--- src/rtl/aes_pkg.sv ---
// Shared AES constants, key-expansion FSM states and the round-constant table.
package aes_pkg;

  localparam int unsigned AES_WORD_W = 32;
  localparam int unsigned AES_KEY_W  = 128;
  localparam int unsigned AES_NR     = 10;

  typedef enum logic [1:0] {
    ST_IDLE,
    ST_INIT,
    ST_GEN
  } kg_state_e;

  // Round constant for rounds 1..10; the top byte of the Rcon word.
  function automatic logic [7:0] aes_rcon(input logic [3:0] idx);
    logic [7:0] rc;
    case (idx)
      4'd1:    rc = 8'h01;
      4'd2:    rc = 8'h02;
      4'd3:    rc = 8'h04;
      4'd4:    rc = 8'h08;
      4'd5:    rc = 8'h10;
      4'd6:    rc = 8'h20;
      4'd7:    rc = 8'h40;
      4'd8:    rc = 8'h80;
      4'd9:    rc = 8'h1b;
      4'd10:   rc = 8'h36;
      default: rc = 8'h00;
    endcase
    return rc;
  endfunction

endpackage

--- src/rtl/aes_key_gen.sv ---
// Iterative AES-128 key expansion: one round key per clock into an 11-entry table,
// with SubWord served by an external S-box shared with the cipher datapath.
module aes_key_gen
  import aes_pkg::*;
(
  input  logic                  clk,
  input  logic                  reset,
  input  logic [AES_KEY_W-1:0]  key,
  input  logic                  init,
  input  logic [3:0]            round,
  output logic [AES_KEY_W-1:0]  round_key,
  output logic                  ready,
  output logic [AES_WORD_W-1:0] sboxw,
  input  logic [AES_WORD_W-1:0] new_sboxw
);

  kg_state_e            state_q;
  logic [3:0]           ctr_q;
  logic                 ready_q;
  logic [AES_KEY_W-1:0] key_q;
  logic [AES_KEY_W-1:0] rk_q [0:AES_NR];

  logic [3:0]            prev_idx;
  logic [AES_KEY_W-1:0]  prev_rk;
  logic [AES_KEY_W-1:0]  next_rk_d;
  logic [AES_WORD_W-1:0] t_word;
  logic [AES_WORD_W-1:0] n0;
  logic [AES_WORD_W-1:0] n1;
  logic [AES_WORD_W-1:0] n2;
  logic [AES_WORD_W-1:0] n3;

  // Next round key from the previous table entry and the external S-box result.
  always_comb begin
    prev_idx  = ctr_q - 4'd1;
    prev_rk   = rk_q[prev_idx];
    sboxw     = (state_q == ST_GEN) ? prev_rk[31:0] : '0;
    t_word    = {new_sboxw[23:0], new_sboxw[31:24]} ^ {aes_rcon(ctr_q), 24'h000000};
    n0        = prev_rk[127:96] ^ t_word;
    n1        = prev_rk[95:64]  ^ n0;
    n2        = prev_rk[63:32]  ^ n1;
    n3        = prev_rk[31:0]   ^ n2;
    next_rk_d = {n0, n1, n2, n3};
  end

  // Combinational table read; indices beyond round 10 return zero.
  always_comb begin
    round_key = '0;
    if (round <= 4'(AES_NR)) round_key = rk_q[round];
  end

  assign ready = ready_q;

  // Expansion FSM: IDLE accepts init, INIT loads rk[0], GEN fills rk[1..10].
  // key is captured at acceptance so later key changes cannot reach rk[0] in INIT.
  always_ff @(posedge clk or negedge reset) begin
    if (!reset) begin
      state_q <= ST_IDLE;
      ready_q <= 1'b1;
      ctr_q   <= 4'd1;
      key_q   <= '0;
      for (int unsigned i = 0; i <= AES_NR; i++) rk_q[i] <= '0;
    end else begin
      case (state_q)
        ST_IDLE: begin
          if (init) begin
            key_q   <= key;
            ready_q <= 1'b0;
            state_q <= ST_INIT;
          end
        end
        ST_INIT: begin
          rk_q[0] <= key_q;
          ctr_q   <= 4'd1;
          state_q <= ST_GEN;
        end
        ST_GEN: begin
          rk_q[ctr_q] <= next_rk_d;
          if (ctr_q == 4'(AES_NR)) begin
            ctr_q   <= 4'd1;
            ready_q <= 1'b1;
            state_q <= ST_IDLE;
          end else begin
            ctr_q <= ctr_q + 4'd1;
          end
        end
        default: begin
          ready_q <= 1'b1;
          state_q <= ST_IDLE;
        end
      endcase
    end
  end

endmodule

--- config.mk ---
export PLATFORM = sky130hd
export DESIGN_NAME = aes_key_gen
export DESIGN_NICKNAME = d
export VERILOG_FILES = /design/src/rtl/aes_pkg.sv /design/src/rtl/aes_key_gen.sv
export SDC_FILE = /design/constraint.sdc
export NUM_CORES = 2
export LEC_CHECK = 0
export BUFFER_PORTS_ARGS = -buffer_cell sky130_fd_sc_hd__buf_2
export CAP_MARGIN = 5
export CELL_PAD_IN_SITES_DETAIL_PLACEMENT = 1
export CELL_PAD_IN_SITES_GLOBAL_PLACEMENT = 2
export CORE_ASPECT_RATIO = 1.4
export CORE_MARGIN = 3
export CORE_UTILIZATION = 30
export CTS_BUF_LIST = sky130_fd_sc_hd__clkbuf_4
export CTS_CLUSTER_SIZE = 20
export DETAILED_ROUTE_END_ITERATION = 10
export PLACE_DENSITY = 0.63
export SLEW_MARGIN = 25
export SYNTH_ARGS = -nofsm -noshare
export SYNTH_HDL_FRONTEND = slang
export SYNTH_SLANG_ARGS = --single-unit
--- constraint.sdc ---
create_clock -name clk -period 7 [get_ports clk]
set_input_delay 1.75 -clock clk [delete_from_list [all_inputs] [get_ports clk]]
set_output_delay 1.75 -clock clk [all_outputs]
set_load 0.005 [all_outputs]
==> impl_metrics.json <==
{
  "power.share.sequential": 0.286,
  "drtPass1Iterations": 7,
  "crit_path_start": "ctr_q[0]",
  "startpoint_type": "register",
  "final_cell_mix": "1541 x dfrtp_1, 1423 x nand2_1, 806 x o21ai_0",
  "powerDensity_nw_per_um2": 525,
  "crit_fanout": 45,
  "fmax_mhz": 146,
  "endpoint": "sboxw[22]",
  "rows": 224,
  "drive_gt1_frac": 0.236,
  "critPathBufInv": 3,
  "pwr-share-clk": 0.172,
  "r2r_start": "ctr_q[0]",
  "combPwrFrac": 0.542,
  "grtUsageTotal": 0.253,
  "fin_tns_setup_ns": 0,
  "fp.coreArea_um2": 267000,
  "synthesis.instances": 7766,
  "cts_setup_buffers": 0,
  "die_w_um": 444,
  "place_ws_ns": 1.16,
  "drtIter0Drc": 4752,
  "cp.required_ns": 5.25,
  "synth.avg_cell_area_um2": 10.4,
  "ys_types": 70,
  "wl_per_cell_um": 29.9,
  "grt_pass1_vias": 69636,
  "root_buffer": "clkbuf_4",
  "fin_crit_sh": 0.981,
  "viasPerCell": 5.57,
  "wirelength_um": 352000,
  "max-vdd-ir-drop_uv": 479,
  "gp_congestion": 0.816,
  "clk_pin_slew_ns": 0.07,
  "netSwitchingFraction": 0.498,
  "r2r_slack_ns": 1.52,
  "grt_pass1_wl_um": 511000,
  "detailed_place_hpwl_um": 216000,
  "ys_seq_elements": 1543,
  "slew_viol_final": 0,
  "reg2regPathDepth": 13,
  "antenna_found_initial": 24,
  "cp_num_cells": 8,
  "finalHoldViolations": 0,
  "cts_buffers": 418,
  "crit_path_top_delay_cell": "nor2_1",
  "areaGrowthSynthToFinish_pct": 13.7,
  "grt_max_degree": 186,
  "hold_class": "in -> async",
  "cp_top_family": "simple AND/OR/NAND/NOR gates",
  "dieArea_um2": 275000,
  "skew_ns": 0.0930,
  "final_common_cell": "dfrtp_1",
  "seq_area_frac_synth": 0.478,
  "end_kind": "output port",
  "postCtsHoldBufs": 0,
  "insertion_delay_ns": 1.33,
  "h-tree-depth": 5,
  "crit_type": "reg -> out",
  "async_flop_share": 1.00,
  "tightest_slew_ns": 1.11,
  "initial_core_util": 0.302,
  "grt-ovfl-total": 0,
  "total_leakage_power_nw": 41.3,
  "period_needed_ns": 6.87,
  "p_int_mw": 24.2,
  "outcome": "complete, no violations",
  "fillers": 30002,
  "final_net_count": 8149,
  "synth_ff_type": "dfrtp_1",
  "clockBufferDepth": 4,
  "worstPathCellList": "inv_8, ha_1, and3_1, buf_4, or2_4, a21oi_1, nor2_1, buf_2",
  "fp.dieH_um": 620,
  "ios": 328,
  "drv_cap": 0,
  "cts_resized": 0,
  "power.switching_mw": 24.0,
  "clkSinkCount": 1543,
  "fin_util": 0.344,
  "setup_viol": 0,
  "ant_nets": 0,
  "rr_endpoint": "rk_q[1334]",
  "slew_headroom": 0.252,
  "drc": 0,
  "slowest_delay_ns": 0.69,
  "tritoncts": "yes",
  "synth_edf_count": 0,
  "synth_warnings": 0,
  "critPathArrivalTime_ns": 5.12,
  "syn_area_um2": 80700,
  "rsz0062_at_grt": "false",
  "syn_nets": 7944,
  "num_vias": 65693,
  "worst_slack_ns": 0.135,
  "io_buffers": 327
}
## final cells by class
| type | count | area (um2) | share of cell area |
|---|---|---|---|
| Multi-Input combinational cell | 5414 | 39100 | 0.426 |
| Sequential cell | 1543 | 38600 | 0.421 |
| Clock buffer | 630 | 4730 | 0.0516 |
| Tap cell | 3503 | 4380 | 0.0478 |
| Timing Repair Buffer | 586 | 4360 | 0.0475 |
| Clock inverter | 87 | 464 | 0.00506 |
| Inverter | 8 | 37.5 | 0.000409 |
| Antenna cell | 15 | 37.5 | 0.000409 |
## synthesized netlist by cell type, drive strengths merged, types with 3 or more instances
| master | n | share of area |
|---|---|---|
| dfrtp | 1541 | 0.48 |
| o21ai | 1436 | 0.090 |
| nand2 | 1427 | 0.066 |
| clkbuf | 568 | 0.026 |
| mux2i | 517 | 0.064 |
| mux4 | 443 | 0.12 |
| a21oi | 394 | 0.025 |
| o22ai | 247 | 0.020 |
| buf | 233 | 0.016 |
| nor2 | 231 | 0.011 |
| mux2 | 133 | 0.019 |
| nand3 | 111 | 0.0069 |
| xor2 | 108 | 0.014 |
| a22oi | 74 | 0.0069 |
| xnor2 | 56 | 0.0070 |
| o2bb2ai | 48 | 0.0054 |
| a311oi | 31 | 0.0034 |
| a22o | 19 | 0.0021 |
| and4 | 19 | 0.0021 |
| nor2b | 17 | 0.0013 |
| o21bai | 14 | 0.0013 |
| ha | 11 | 0.0017 |
| nand4 | 8 | 0.00062 |
| a2111oi | 6 | 0.00067 |
| a21boi | 6 | 0.00056 |
| inv | 6 | 0.00028 |
| o211a | 6 | 0.00074 |
| a2bb2oi | 5 | 0.00093 |
| a31oi | 4 | 0.00039 |
| o2111ai | 4 | 0.00043 |
| o211ai | 4 | 0.00043 |
| a221o | 3 | 0.00037 |
| and2 | 3 | 0.00023 |
| nand3b | 3 | 0.00028 |
| o22a | 3 | 0.00033 |
| or2 | 3 | 0.00023 |
| xnor3 | 3 | 0.00084 |
## stage by stage
stage / cells / power (mW) / hold slack, ns / instance area [um2]
after global placement: 11050 / 39.2 / 0.475 / 86300
after floorplan: 7766 / 28.4 / 0.459 / 80700
after CTS: 11767 / 48.4 / 0.364 / 91600
final: 11786 / 48.1 / 0.474 / 91700
after detailed placement: 11050 / 39.8 / 0.484 / 86400
after global routing: 11776 / 51.0 / 0.429 / 91700
## worst register-to-register path, stage by stage, from the launching register on
cell and delay (ns):
dfstp_4 0.71, inv_8 0.19, ha_4 0.69, buf_12 0.41, buf_4 0.52, mux2_2 0.41
a22oi_1 0.67, nor2b_1 0.24, o211a_1 0.16, a21oi_1 0.07, xnor2_2 0.65, xor2_1 0.22
buf_4 0.23, a21oi_1 0.10
## state kept, by name, indices dropped and copies added, names as in the netlist
register and flops:
ready 1, ctr_q 4, state_q 2, rk_q 1408, key_q 128
## cells by family after synthesis
family / after synthesis / share of synthesized area
compound gates: 2314 / 0.160
simple gates: 1829 / 0.0893
flops: 1543 / 0.478
mux: 1093 / 0.206
buf+inv: 809 / 0.0423
xor+xnor: 167 / 0.0215
fa+ha+maj: 11 / 0.00171
## layer usage
| metal | wire length, um | up-vias | track usage |
|---|---|---|---|
| li1 | - | 28601 | - |
| met1 | 156000 | 34503 | 0.339 |
| met2 | 161000 | 1957 | 0.404 |
| met3 | 18500 | 614 | 0.0419 |
| met4 | 16400 | 18 | 0.111 |
| met5 | 119 | - | 0 |
## how the worst min path moves through the flow
stage                    start    endpoint  slack (ns)
floorplan           rk_q[1016]  rk_q[1016]        0.46
global placement     rk_q[990]   rk_q[990]        0.47
detailed placement  rk_q[1016]  rk_q[1016]        0.48
CTS                      reset   rk_q[807]        0.36
global route             reset   key_q[34]        0.43
finish                   reset   rk_q[807]        0.47
## power by group through the flow
stage | clock [mW] | sequential [mW] | combinational, mW
floorplan | 0 | 12.8 | 15.6
global placement | 0 | 13.7 | 25.5
detailed placement | 0 | 13.9 | 26.0
CTS | 8.64 | 13.7 | 26.1
global route | 9.10 | 14.0 | 27.9
finish | 8.29 | 13.8 | 26.1
Note: power is estimated with default switching activity, not from simulation.
